==> src/rtl/cache_pkg.sv <==
// Shared cache types and widths for the L1 storage block and its snooper.
// Address layout: [INDEX_W-1:0] is the L1 index, the upper TAG_W bits are the tag.
package cache_pkg;
  localparam int ADDR_W      = 6;
  localparam int INDEX_W     = 2;
  localparam int TAG_W       = 4;
  localparam int OFFSET_W    = 0;
  localparam int CACHELINE_W = 1;
  localparam int CPU_CORES   = 4;
  localparam int CORE_W      = $clog2(CPU_CORES);

  typedef enum logic [2:0] {
    ST_I = 3'd0,
    ST_S = 3'd1,
    ST_E = 3'd2,
    ST_O = 3'd3,
    ST_M = 3'd4
  } moesi_t;

  typedef struct packed {
    moesi_t                 state;
    logic [TAG_W-1:0]       tag;
    logic [CACHELINE_W-1:0] data;
  } l1_cacheline_t;

  typedef enum logic [1:0] {
    BUS_RD   = 2'd0,
    BUS_RDX  = 2'd1,
    BUS_UPGR = 2'd2,
    BUS_WB   = 2'd3
  } bus_req_t;

  typedef enum logic [1:0] {
    IDLE   = 2'd0,
    LOOKUP = 2'd1,
    RESP   = 2'd2
  } snoop_state_t;
endpackage

==> src/rtl/l1_snooper_if.sv <==
// Snoop bus: request channel (bus_valid/bus_ready) and response channel (resp_valid/resp_ready).
// Handshakes: a beat transfers on a rising edge where valid && ready; the sender holds its
// payload stable from valid rising until that edge, and valid never waits on ready.
interface l1_snooper_if;
  import cache_pkg::*;

  logic                   bus_valid;
  logic                   bus_ready;
  bus_req_t               bus_req;
  logic [ADDR_W-1:0]      bus_addr;
  logic [CORE_W-1:0]      bus_src;
  logic                   resp_valid;
  logic                   resp_ready;
  logic                   resp_shared;
  logic                   resp_flush;
  logic [CACHELINE_W-1:0] resp_data;

  modport master (
    output bus_valid, bus_req, bus_addr, bus_src, resp_ready,
    input  bus_ready, resp_valid, resp_shared, resp_flush, resp_data
  );

  modport slave (
    input  bus_valid, bus_req, bus_addr, bus_src, resp_ready,
    output bus_ready, resp_valid, resp_shared, resp_flush, resp_data
  );
endinterface

==> src/rtl/moesi_snoop_xfer.sv <==
// MOESI transition taken by a remote snoop hit: next state, dirty-data flush, and
// protocol error (an upgrade request can never legally hit an exclusive-class line).
module moesi_snoop_xfer
  import cache_pkg::*;
(
  input  moesi_t   cur,
  input  bus_req_t req,
  output moesi_t   nxt,
  output logic     flush,
  output logic     err
);
  always_comb begin
    nxt   = cur;
    flush = 1'b0;
    err   = 1'b0;
    case (req)
      BUS_RD: begin
        case (cur)
          ST_M:    begin nxt = ST_O; flush = 1'b1; end
          ST_O:    flush = 1'b1;
          ST_E:    nxt = ST_S;
          default: ;
        endcase
      end
      BUS_RDX: begin
        nxt   = ST_I;
        flush = (cur == ST_M) || (cur == ST_O);
      end
      BUS_UPGR: begin
        nxt = ST_I;
        err = (cur == ST_M) || (cur == ST_E);
      end
      default: ;
    endcase
  end
endmodule

==> src/rtl/l1_snooper.sv <==
// Per-core snooper: accepts a bus transaction, looks up the L1 line for one cycle,
// applies the MOESI snoop transition and returns a registered snoop response.
module l1_snooper
  import cache_pkg::*;
#(
  parameter int CORE_ID = 0
) (
  input  logic               clk,
  input  logic               reset_n,
  l1_snooper_if.slave        bus,
  output logic               proto_err,
  output logic [ADDR_W-1:0]  snoop_addr,
  input  l1_cacheline_t      snoop_line_in,
  output l1_cacheline_t      snoop_line_out,
  output logic               snoop_valid,
  output snoop_state_t       state_dbg
);
  snoop_state_t           state;
  bus_req_t               req_q;
  logic [ADDR_W-1:0]      addr_q;
  logic                   self_q;
  logic                   shared_q;
  logic                   flush_q;
  logic [CACHELINE_W-1:0] data_q;

  moesi_t nxt_st;
  logic   x_flush;
  logic   x_err;
  logic   in_lookup;
  logic   hit;

  moesi_snoop_xfer u_xfer (
    .cur   (snoop_line_in.state),
    .req   (req_q),
    .nxt   (nxt_st),
    .flush (x_flush),
    .err   (x_err)
  );

  assign in_lookup = (state == LOOKUP);
  assign hit = in_lookup && !self_q && (snoop_line_in.state != ST_I) &&
               (snoop_line_in.tag == addr_q[ADDR_W-1 -: TAG_W]);

  // The L1 read is combinational, so the write-back and error pulse must be too.
  assign snoop_addr  = in_lookup ? addr_q : '0;
  assign snoop_valid = hit && (nxt_st != snoop_line_in.state);
  assign proto_err   = hit && x_err;

  always_comb begin
    snoop_line_out       = snoop_line_in;
    snoop_line_out.state = nxt_st;
  end

  assign bus.bus_ready   = (state == IDLE);
  assign bus.resp_valid  = (state == RESP);
  assign bus.resp_shared = shared_q;
  assign bus.resp_flush  = flush_q;
  assign bus.resp_data   = data_q;
  assign state_dbg       = state;

  always_ff @(posedge clk or negedge reset_n) begin
    if (!reset_n) begin
      state    <= IDLE;
      req_q    <= BUS_RD;
      addr_q   <= '0;
      self_q   <= 1'b0;
      shared_q <= 1'b0;
      flush_q  <= 1'b0;
      data_q   <= '0;
    end else begin
      case (state)
        IDLE: begin
          if (bus.bus_valid) begin
            req_q  <= bus.bus_req;
            addr_q <= bus.bus_addr;
            self_q <= (bus.bus_src == CORE_W'(CORE_ID));
            state  <= LOOKUP;
          end
        end
        LOOKUP: begin
          shared_q <= hit;
          flush_q  <= hit && x_flush;
          data_q   <= (hit && x_flush) ? snoop_line_in.data : '0;
          state    <= RESP;
        end
        RESP: begin
          if (bus.resp_ready) state <= IDLE;
        end
        default: state <= IDLE;
      endcase
    end
  end
endmodule

==> src/flat_wrapper.sv <==
// flat-port wrapper written by rule: the top's interface ports become plain ports
module l1_snooper_flat import cache_pkg::*;
#(
  parameter int CORE_ID = 0
)
  (clk, reset_n, proto_err, snoop_addr, snoop_line_in, snoop_line_out, snoop_valid, state_dbg, bus_bus_valid, bus_bus_req, bus_bus_addr, bus_bus_src, bus_resp_ready, bus_bus_ready, bus_resp_valid, bus_resp_shared, bus_resp_flush, bus_resp_data);
  l1_snooper_if bus_i ();
  input  logic clk;
  input  logic reset_n;
  output logic proto_err;
  output logic [ADDR_W-1:0] snoop_addr;
  input  l1_cacheline_t snoop_line_in;
  output l1_cacheline_t snoop_line_out;
  output logic snoop_valid;
  output snoop_state_t state_dbg;
  input wire logic [$bits(bus_i.bus_valid)-1:0] bus_bus_valid;
  input wire logic [$bits(bus_i.bus_req)-1:0] bus_bus_req;
  input wire logic [$bits(bus_i.bus_addr)-1:0] bus_bus_addr;
  input wire logic [$bits(bus_i.bus_src)-1:0] bus_bus_src;
  input wire logic [$bits(bus_i.resp_ready)-1:0] bus_resp_ready;
  output wire logic [$bits(bus_i.bus_ready)-1:0] bus_bus_ready;
  output wire logic [$bits(bus_i.resp_valid)-1:0] bus_resp_valid;
  output wire logic [$bits(bus_i.resp_shared)-1:0] bus_resp_shared;
  output wire logic [$bits(bus_i.resp_flush)-1:0] bus_resp_flush;
  output wire logic [$bits(bus_i.resp_data)-1:0] bus_resp_data;
  assign bus_i.bus_valid = bus_bus_valid;
  assign bus_i.bus_req = bus_bus_req;
  assign bus_i.bus_addr = bus_bus_addr;
  assign bus_i.bus_src = bus_bus_src;
  assign bus_i.resp_ready = bus_resp_ready;
  assign bus_bus_ready = bus_i.bus_ready;
  assign bus_resp_valid = bus_i.resp_valid;
  assign bus_resp_shared = bus_i.resp_shared;
  assign bus_resp_flush = bus_i.resp_flush;
  assign bus_resp_data = bus_i.resp_data;
  l1_snooper #(.CORE_ID(CORE_ID)) u_core (.clk(clk), .reset_n(reset_n), .bus(bus_i), .proto_err(proto_err), .snoop_addr(snoop_addr), .snoop_line_in(snoop_line_in), .snoop_line_out(snoop_line_out), .snoop_valid(snoop_valid), .state_dbg(state_dbg));
endmodule
==> config.mk <==
export PLATFORM = sky130hd
export DESIGN_NAME = l1_snooper_flat
export DESIGN_NICKNAME = d
export VERILOG_FILES = /design/src/rtl/cache_pkg.sv /design/src/rtl/l1_snooper_if.sv /design/src/rtl/moesi_snoop_xfer.sv /design/src/rtl/l1_snooper.sv /design/src/flat_wrapper.sv
export SDC_FILE = /design/constraint.sdc
export NUM_CORES = 1
export LEC_CHECK = 0
export ABC_CLOCK_PERIOD_IN_PS = 4100
export BUFFER_PORTS_ARGS = -buffer_cell sky130_fd_sc_hd__buf_4
export CAP_MARGIN = 20
export CORE_ASPECT_RATIO = 0.7
export CORE_MARGIN = 4
export CORE_UTILIZATION = 30
export DETAILED_ROUTE_END_ITERATION = 10
export HOLD_SLACK_MARGIN = 0.03
export SLEW_MARGIN = 20
export SYNTH_ARGS = -nofsm -noshare
export SYNTH_HDL_FRONTEND = slang
export SYNTH_HIERARCHICAL = 1
export SYNTH_SLANG_ARGS = --single-unit
==> constraint.sdc <==
create_clock -name clk -period 4.1 [get_ports clk]
set_clock_uncertainty 0.2 [all_clocks]
set_input_delay 1.23 -clock clk [delete_from_list [all_inputs] [get_ports clk]]
set_output_delay 1.23 -clock clk [all_outputs]
set_load 0.01 [all_outputs]
# Word-level counts from Yosys, hierarchy flattened
# Cells that the tools add are included.
[totals] register_bits=14 out_inout_bits=23 wordCells=45
[classes] eq_ne=11 n_mux=10 n_reduce_logical=17
[ops] op="3-bit case mux with 2 select lines" n=2
[ops] op="3-bit by 2-bit == test with 1-bit output, second input constant" n=2
[ops] op="1-bit logical AND" n=6
[ops] op="2-bit logical NOT" n=3
[ops] op="6-bit two-way mux" n=1
[ops] op="2-bit case mux with 3 select lines" n=1
[ops] op="2-bit by 1-bit == test with 1-bit output, second input constant" n=2
[ops] op="2-bit == test, second input constant" n=2
[ops] op="4-bit == test" n=1
[ops] op="2-bit two-way mux" n=2
[ops] op="2-bit != test, second input constant" n=2
[ops] op="2-bit AND reduction" n=2
[ops] op="2-bit OR reduction" n=2
[ops] op="3-bit == test, second input constant" n=1
[ops] op="1-bit two-way mux" n=3
[ops] op="3-bit != test" n=1
[ops] op="3-bit nonzero test" n=1
[ops] op="1-bit logical OR" n=2
[ops] op="1-bit case mux with 2 select lines" n=1
[ops] op="1-bit logical NOT" n=1

# Logic depth before layout (Yosys ltp)
# Gate-level depths: netlist (run 1).
[logic_depth] depth_word=6 mapped_depth=5

# Cells and area by module
# Netlist (run 1), hierarchy kept.
[modules_own_cells] mod="l1_snooper" instances=1 cells_each=64 area_each_um2=730.7 seq_area_each_um2=350.3
[modules_own_cells] mod="moesi_snoop_xfer" instances=1 cells_each=16 area_each_um2=93.8 seq_area_each_um2=0.0

# Least setup slack after synthesis (run 1)
# Ideal clock, no wire load.
[synth_path] kind="input port to output port" from="in snoop_line_in[7] (netlist name)" to="out snoop_valid" t_arrival_ps=2255 required_ps=2670 slack_ps=415 path_stages=4 path_cell_list="xnor2_1 > o31ai_1 > xnor2_1 > a311oi_2"
[synth_rtl] element="from (decl)" line="flat_wrapper.sv:12" text="input l1_cacheline_t snoop_line_in;"
[synth_rtl] element="to (decl)" line="flat_wrapper.sv:14" text="output logic snoop_valid;"

# Final worst setup path (run 1)
[layout_path] from="in snoop_line_in[4] (netlist name)" to="out snoop_valid"
[layout_via] elab_chain_len=3
[layout_lines] element="4-bit == test" line="l1_snooper.sv:42" text="(snoop_line_in.tag == addr_q[ADDR_W-1 -: TAG_W]);"
[layout_lines] element="1-bit logical AND" line="l1_snooper.sv:41" text="assign hit = in_lookup && !self_q && (snoop_line_in.state != ST_I) &&"
[layout_lines] element="1-bit logical AND" line="l1_snooper.sv:46" text="assign snoop_valid = hit && (nxt_st != snoop_line_in.state);"
# Every way passes these cells.

==> metrics, run 1 <==
most frequent CP cell=buf_4; Hold Crit Class=reg -> reg; Static Leakage=0.000570 uW; Cells after Synth=80; vias in the first global route=about 700; Slew Limit Fails=0; Ys Warns=6; number of synthesized register bits=14; Tot GR Track Use=11.1%; Worst Setup SP=snoop_line_in[4]; initial core utilization=32.5%; vias per inst=4.42; max incr delay on CP=0.58 ns; hold_sp=u_core/bus.resp_shared; Synth top cells by count=14 x dfrtp_1, 9 x mux2_2, 7 x and2_1; # rows=15; kind of launch point of the worst setup path=input pin; worst skew pair latency=about 0.24 ns; Inst Count DP=152; Final period util=94.1%; top cells by area, synth=dfrtp_1 42%, mux2_2 12%, and2_1 5.3%; clock-pin slew on the worst setup and hold paths=0.06 ns; die area=between 3000 and 4000 sq um; slowest stage cell, crit path=or4_4; drt initial violations=12; reg-to-reg startpoint=u_core/addr_q[5]; Fin Setup TNS=0 ns; hold violation count in the final report=0; Synth cell types=26; TritonRoute pass-1 iters=4; crit path DAT=between 2 and 2.5 ns; RSZ-0062 raised after global routing=no; kind of critical path=in -> out; Worst-Margin Slew=roughly 0.44 ns; Synth async-reset ratio=100%; first-pass GRT wire length=3170 microns; final setup violation count=0; drt wl/cell=between 10 and 15 microns; area grow syn2layout=46.7%; CTS buffer count=3; drt drc=0; nets=145; Max-Cap Viols=0; post-synth top area cell=dfrtp_1; I/O pins=45; synthesized area per cell=between 10 and 15 sq um; Syn Std Cell Area=around 820 sq um; maximum root-to-sink buffer count=2; layout cells sized above 1=51.6%; RD Place Congestion=between 0.7 and 0.8; cts repair resizes=0; vias after detailed routing=689; Synth Flop Type=dfrtp_1; area of the core=2530 sq um; Die Y=51.9 microns; area of the multi-input gates=413 sq um; register area=350 sq um; EDFF count, synth=0; Crit path required time=2.67 ns; Port Buffers=44; initial antenna violation count=0; Slew Limit Headroom=70.6%; Post-DRT Antenna Nets=0; H-Tree Depth=1; Crit. End Element=output pin; CTS Hold Bufs=0; Worst VDD drop=0.236 mV; syn nets=102; P per Cell Area=slightly below 600 nW/um^2; n_diodes=0; CP cell instances=buf_4 -> xor2_1 -> or4_4 -> a311oi_2 -> buf_4; Post-CTS Setup Repair Bufs=0; TritonCTS clock tree=built; root buffer cell=clkbuf_8; total gr overflow=0; Post-Layout Cell Count=156; fin crit period=3.86 ns; most common cell in the netlist=dfrtp_1; outcome=finished, final reports clean; Seq/Total Area, Yosys=42.5%; largest net degree at the start of global routing=15; # fillers=approximately 260; clock sinks=14; Worst Path Max Fanout=5; Fmax=0.259 GHz; Die X=70.7 microns; post-synth top area share=42.5%; final WL=1910 microns; Detailed Place HPWL=1570 microns
-- registers in the layout, indices dropped and copies added (netlist names) --
| register | flops |
|---|---|
| u_core/bus.resp_shared | 1 |
| u_core/bus.resp_flush | 1 |
| u_core/bus.resp_data | 1 |
| u_core/addr_q | 6 |
| u_core/self_q | 1 |
| u_core/state_dbg | 2 |
| u_core/req_q | 2 |
-- cells by family (layout without fill, tap and decap cells) --
logic type | count (synthesis) | count (layout) | share of synthesized area [%]
buffers and inverters | 11 | 53 | 7.43
AOI/OAI and AO/OA | 12 | 12 | 11.2
xor gates and xnor gates | 8 | 8 | 8.50
muxes | 9 | 9 | 12.3
and+or+nand+nor | 26 | 26 | 18.1
DFF | 14 | 14 | 42.5
-- final timing paths --
path                                          end  slack, ns  depth (start not counted)
max in group asynchronous        u_core/addr_q[4]       2.90                          1
min in group asynchronous   u_core/bus.resp_flush       0.63                          1
setup reg to reg             u_core/bus.resp_data       2.43                          3
hold reg to reg            u_core/bus.resp_shared       0.28                          2
setup / recovery                      snoop_valid       0.24                          5
hold / removal             u_core/bus.resp_shared       0.28                          2
-- cell usage in the layout, fill, tap and decap left out, types with 3 or more instances in the layout --
cell,count
nor2_1,3
dfrtp_1,14
clkbuf_8,4
xor2_1,4
nand2_1,4
mux2_2,9
and2_1,7
inv_1,4
buf_4,44
o21ai_0,4
xnor2_1,4
-- worst max-delay path, delay by kind of cell --
family / cells / cell delay (ns)
AOI/OAI and AO/OA: 1 / 0.21
and+or+nand+nor: 1 / 0.58
buffers and inverters: 2 / 0.28
xor gates and xnor gates: 1 / 0.14
-- metrics by stage --
| step | worst slack, ns | power [uW] | hold WS (ns) | utilization, % | cell area, sq um |
|---|---|---|---|---|---|
| finish | 0.240 | 710 | 0.282 | 47.8 | 1210 |
| detailed placement | 0.229 | 588 | 0.273 | 45.6 | 1150 |
| global placement | 0.245 | 584 | 0.276 | 45.6 | 1150 |
| floorplan | 0.415 | 448 | 0.272 | - | 825 |
| CTS | 0.225 | 721 | 0.286 | 47.8 | 1210 |
| global route | 0.179 | 770 | 0.318 | 47.8 | 1210 |
-- report_power, final --
group	total, uW	internal (uW)	leakage, uW	switching [uW]
Clock	130	84.9	0.0000288	45.5
Combinational	337	186	0.000368	152
Sequential	242	196	0.000173	46.7
-- final cells by class --
cell class,count,share of cell area [%]
multi-input combinational,55,34.1
sequential,14,29.0
inverter,5,1.55
timing repair buffer,44,27.3
clock buffer,4,4.55
tap,34,3.52
-- routing by layer --
layer / global-route usage (%) / up-vias / wire [microns]
li1: - / 358 / -
met1: 13.1 / 306 / 843
met2: 18.6 / 25 / 869
met3: 5.60 / 0 / 195
met4: 1.88 / 0 / 0
met5: 0 / - / 0
Note: power is estimated with default switching activity, not from simulation.
==> run 2: changes to the inputs <==
Settings changed: ABC_AREA set to 0, PLACE_DENSITY set to 0.64.
==> run 2 against run 1 <==
First-iteration DRC count grew to 4.0 times the previous value. Critical path depth did not move. Clock power is 17% lower. Power is 1.9% lower. Count of clock-buffer cells in the layout decreased by 1. Via count up 4.9%. Flip-flop and latch count is the same. Maximum frequency hardly changed. Core utilization is 0.54 points lower. Largest cell class unchanged. Largest power group unchanged.
==> metrics, run 2 (synthesis results as in run 1) <==
outcome=finished, final reports clean; Fin Setup TNS=0 ns (unchanged); Crit path required time=2.67 ns (about the same); final WL=2060 microns (+8.1%); Post-CTS Setup Repair Bufs=0 (unchanged); Slew Limit Headroom=69.7% (-0.91 points); clock share of power=15.6% (-2.8 points); Worst-Margin Slew=0.454 ns (+0.0136 ns); vias after detailed routing=723 (+4.9%); sw power=251 uW (+2.8%); vias in the first global route=755 (+7.4%); commonest non-fill, non-tap cell in the layout=buf_4; kind of critical path=in -> out; n_diodes=0 (unchanged); worst skew pair latency=0.24 ns (about the same); nets=145 (unchanged); Worst Path Max Fanout=5 (unchanged); Max-Cap Viols=0 (unchanged); area grow syn2layout=45.1%; Fmax=0.259 GHz (about the same); Die Y=51.9 microns (unchanged); clock sinks=14 (unchanged); TritonCTS clock tree=built; drt initial violations=48 (+36); first-pass GRT wire length=3530 microns (+12%); Gate power share=49.2% (+1.7 points); Final period util=94.1% (about the same); CTS Hold Bufs=0 (unchanged); sequential power share=35.2% (+1.1 points); clock-pin slew on the worst setup and hold paths=0.05 ns (about the same); Hold Crit Class=reg -> reg; drt wl/cell=13.3 microns (+8.8%); layout cells sized above 1=51.2% (-0.40 points); die area=3660 sq um (unchanged); Crit. End Element=output pin; Static Leakage=0.000562 uW (-1.3%); drt drc=0 (unchanged); Post-DRT Antenna Nets=0 (unchanged); P per Cell Area=583 nW/um^2 (-0.73%); H-Tree Depth=1 (unchanged); # rows=15 (unchanged); I/O pins=45 (unchanged); crit path DAT=2.43 ns (about the same); internal power=446 uW (-4.3%); grt met2 use=20.0% (+1.4 points); kind of launch point of the worst setup path=input pin; hold violation count in the final report=0 (unchanged); Slew Limit Fails=0 (unchanged); Die X=70.7 microns (unchanged); TritonRoute pass-1 iters=4 (unchanged); cts repair resizes=0 (unchanged); RD Place Congestion=0.867 (+12%); Largest register FFs=6 (unchanged); GRT busiest layer=met2; WHS=0.288 ns (+0.00646 ns); largest net degree at the start of global routing=15 (unchanged); final setup violation count=0 (unchanged); GR Layer Usage met3=6.18% (+0.58 points); RSZ-0062 raised after global routing=no; root buffer cell=clkbuf_8; maximum root-to-sink buffer count=2 (unchanged); area of the core=2530 sq um (unchanged); total gr overflow=0 (unchanged); most frequent cells in the layout=44 x buf_4, 14 x dfrtp_1, 9 x mux2_2; Detailed Place HPWL=1650 microns (+4.8%); most flop-heavy register=u_core/addr_q; fin crit period=3.86 ns (-0.00118 ns); sw frac=36.0% (+1.6 points); initial antenna violation count=0 (unchanged); Worst VDD drop=0.210 mV (-11%); initial core utilization=32.5% (unchanged); Tot GR Track Use=12.6% (+1.5 points); Port Buffers=44 (unchanged); vias per inst=4.66 (+5.6%); CTS buffer count=3 (unchanged); met1 GRT Util=15.6% (+2.5 points)
## run 2: layout make-up
| cell class | count | area, sq um |
|---|---|---|
| repair buffers | 44 | 330 |
| inverters | 5 | 18.8 |
| multi-input cells | 55 | 413 |
| well taps | 34 | 42.5 |
| fillers | 246 | 1340 |
| clock buffers | 3 | 41.3 |
| flip-flops and latches | 14 | 350 |
## run 2: power by group through the flow
stage	sequential, uW	clock [uW]	combinational (uW)
after CTS	246	114	349
after floorplan	240	0	208
after global routing	256	119	379
final	245	108	343
after global placement	246	0	339
after detailed placement	247	0	346
## run 2: final timing paths
| path | from | end | slack, ns | cells after the start |
|---|---|---|---|---|
| max in group asynchronous | reset_n | u_core/addr_q[4] | 2.90 | 1 |
| min in group asynchronous | reset_n | u_core/state_dbg[1] | 0.63 | 1 |
| hold / removal | u_core/bus.resp_shared | u_core/bus.resp_shared | 0.29 | 2 |
| setup / recovery | snoop_line_in[4] | snoop_valid | 0.24 | 5 |
| setup reg to reg | u_core/state_dbg[0] | u_core/req_q[0] | 2.41 | 3 |
| hold reg to reg | u_core/bus.resp_shared | u_core/bus.resp_shared | 0.29 | 2 |
## run 2: worst max-delay path, cell delays in order
cell	delay (ns)
buf_4	0.12
xor2_1	0.13
or4_4	0.59
a311oi_2	0.20
buf_4	0.16
## run 2: metal layers
layer / wire (microns) / vias to the layer above / share of wire, %
li1: - / 350 / -
met1: 906 / 332 / 44
met2: 905 / 41 / 44
met3: 250 / 0 / 12
met4: 0 / 0 / 0
met5: 0 / - / 0
## run 2: metrics by stage
stage | worst slack (ns) | util (%) | total power (uW) | std cells | cell area, sq um
3_3_place_gp | 0.250 | 45.6 | 585 | 152 | 1150
6_report | 0.241 | 47.2 | 697 | 155 | 1200
2_1_floorplan | 0.415 | - | 448 | 80 | 825
3_5_place_dp | 0.239 | 45.6 | 593 | 152 | 1150
4_1_cts | 0.234 | 47.2 | 709 | 155 | 1200
5_1_grt | 0.204 | 47.2 | 754 | 155 | 1200
==> run 3: changes to the inputs <==
Settings changed: ABC_CLOCK_PERIOD_IN_PS 4100 to 4250, RECOVER_POWER set to 100.
Clock period 4.1 ns to 4.25 ns, I/O delays scaled along.
==> run 3 against run 2 <==
Count of clock-buffer cells in the layout did not move. Die area is the same. Critical path type unchanged. Register-to-register slack barely moved. Global-route usage is the same. Critical path depth did not move. Clock power is essentially flat. Setup slack worse by 0.041 ns. First-iteration DRC count up 17%. Sequential power fell by 3%. Cell count is the same. Wire length up 0.53%.
==> metrics, run 3 (synthesis results as in run 1) <==
vias in the first global route=755 (unchanged); outcome=finished, final reports clean; most flop-heavy register=u_core/addr_q; TritonCTS clock tree=built; Die Y=51.9 microns (unchanged); CP top delay family=simple AND/OR/NAND/NOR gates; Largest register FFs=6 (unchanged); Crit path required time=2.77 ns (+0.10 ns); Fin Setup TNS=0 ns (unchanged); Worst VDD drop=0.191 mV (-9.1%); # fillers=268 (+8.9%); Worst Path Max Fanout=5 (unchanged); first-pass GRT wire length=3530 microns (unchanged); hold violation count in the final report=0 (unchanged); clock sinks=14 (unchanged); area of the multi-input gates=409 sq um (-0.91%); cts repair resizes=0 (unchanged); slowest stage cell, crit path=or4_1; register area=350 sq um (unchanged); Final period util=a little over nine tenths; initial antenna violation count=0 (unchanged); max incr delay on CP=0.67 ns (+0.08 ns); area of the core=2530 sq um (unchanged); clock-pin slew on the worst setup and hold paths=0.05 ns (about the same); commonest non-fill, non-tap cell in the layout=buf_4; n_diodes=0 (unchanged); drt wl/cell=13.4 microns (+0.53%); Worst-Margin Slew=0.772 ns (+0.318 ns); kind of critical path=in -> out; Slew Limit Fails=0 (unchanged); Tot GR Track Use=12.6% (unchanged); Max-Cap Viols=0 (unchanged); total gr overflow=0 (unchanged); Fmax=0.247 GHz; final WL=2070 microns (+0.53%); CTS Hold Bufs=0 (unchanged); root buffer cell=clkbuf_8; largest net degree at the start of global routing=15 (unchanged); most frequent cells in the layout=22 x buf_4, 20 x clkbuf_1, 14 x dfrtp_1; Port Buffers=44 (unchanged); Slew Limit Headroom=48.5% (-21 points); worst skew pair latency=0.24 ns (about the same); fin crit period=4.05 ns; H-Tree Depth=1 (unchanged); drt drc=0 (unchanged); vias after detailed routing=715 (-1.1%); drt initial violations=56 (+17%); Post-CTS Setup Repair Bufs=0 (unchanged); initial core utilization=32.5% (unchanged); P per Cell Area=568 nW/um^2 (-2.5%); RD Place Congestion=0.867 (unchanged); Static Leakage=0.000477 uW (-15%); vias per inst=4.61 (-1.1%); crit path DAT=2.57 ns (+0.14 ns); maximum root-to-sink buffer count=2 (unchanged); Die X=70.7 microns (unchanged); TritonRoute pass-1 iters=4 (unchanged); Detailed Place HPWL=1650 microns (unchanged); Hold Crit Class=reg -> reg; nets=145 (unchanged); WP buf/inv=2 (unchanged); RSZ-0062 raised after global routing=no; final setup violation count=0 (unchanged); Post-DRT Antenna Nets=0 (unchanged); area grow syn2layout=35.5%; die area=3660 sq um (unchanged); most frequent CP cell=clkbuf_1; kind of launch point of the worst setup path=input pin; layout cells sized above 1=33.9% (-17 points); CP cell instances=clkbuf_1 -> xor2_1 -> or4_1 -> a311oi_2 -> clkbuf_1; I/O pins=45 (unchanged); # rows=15 (unchanged); CTS buffer count=3 (unchanged); Layout Utilization=44.1% (-3.1 points); Crit. End Element=output pin
## run 3: cell types whose count changed in the layout (fill, tap and decap cells not counted), sizes merged
cell,before,now
clkbuf,3,25
buf,44,22
## run 3: worst register-to-register path, stage by stage, from the launching register on
cell and delay, ns:
dfrtp_1 0.41, nor2_1 0.15, and2_0 0.56, mux2_2 0.41
## run 3: path summary, 6_finish.rpt
check	start	endpoint	slack, ns	cells past startpoint
worst max-delay path	snoop_line_in[4]	snoop_valid	0.20	5
worst min-delay path	u_core/bus.resp_flush	u_core/bus.resp_flush	0.29	2
worst max register to register	u_core/state_dbg[0]	u_core/req_q[0]	2.41	3
worst min register to register	u_core/bus.resp_flush	u_core/bus.resp_flush	0.29	2
max in group asynchronous	reset_n	u_core/addr_q[4]	2.48	1
min in group asynchronous	reset_n	u_core/state_dbg[1]	0.89	1
## run 3: per-stage QoR
step | setup WS (ns) | instance area [sq um] | hold slack [ns] | total power, uW | cells
3_3_place_gp | 0.310 | 1150 | 0.278 | 564 | 152
2_1_floorplan | 0.475 | 825 | 0.272 | 432 | 80
3_5_place_dp | 0.299 | 1150 | 0.280 | 573 | 152
5_1_grt | 0.135 | 1120 | 0.324 | 688 | 155
4_1_cts | 0.294 | 1200 | 0.292 | 684 | 155
6_report | 0.201 | 1120 | 0.286 | 634 | 155
## run 3: per-layer routing
metal / vias to the layer above / part of all wire (%) / GRT usage (%)
met5: - / 0 / 0
met4: 0 / 0.48 / 2.81
met3: 2 / 12 / 6.18
met2: 35 / 43 / 20.0
met1: 329 / 45 / 15.6
li1: 349 / - / -
## run 3: final cells by class
| cell class | count | area share (%) |
|---|---|---|
| Inverter | 5 | 1.68 |
| Multi-Input combinational cell | 55 | 36.6 |
| Sequential cell | 14 | 31.4 |
| Clock buffer | 3 | 3.70 |
| Timing Repair Buffer | 44 | 22.8 |
| Tap cell | 34 | 3.81 |
## run 3: power breakdown
part           leakage (uW)  internal (uW)  total [uW]  switching [uW]
combinational      0.000282            142         291             149
clock             0.0000216           62.6         106            43.4
sequential         0.000173            189         237            48.5
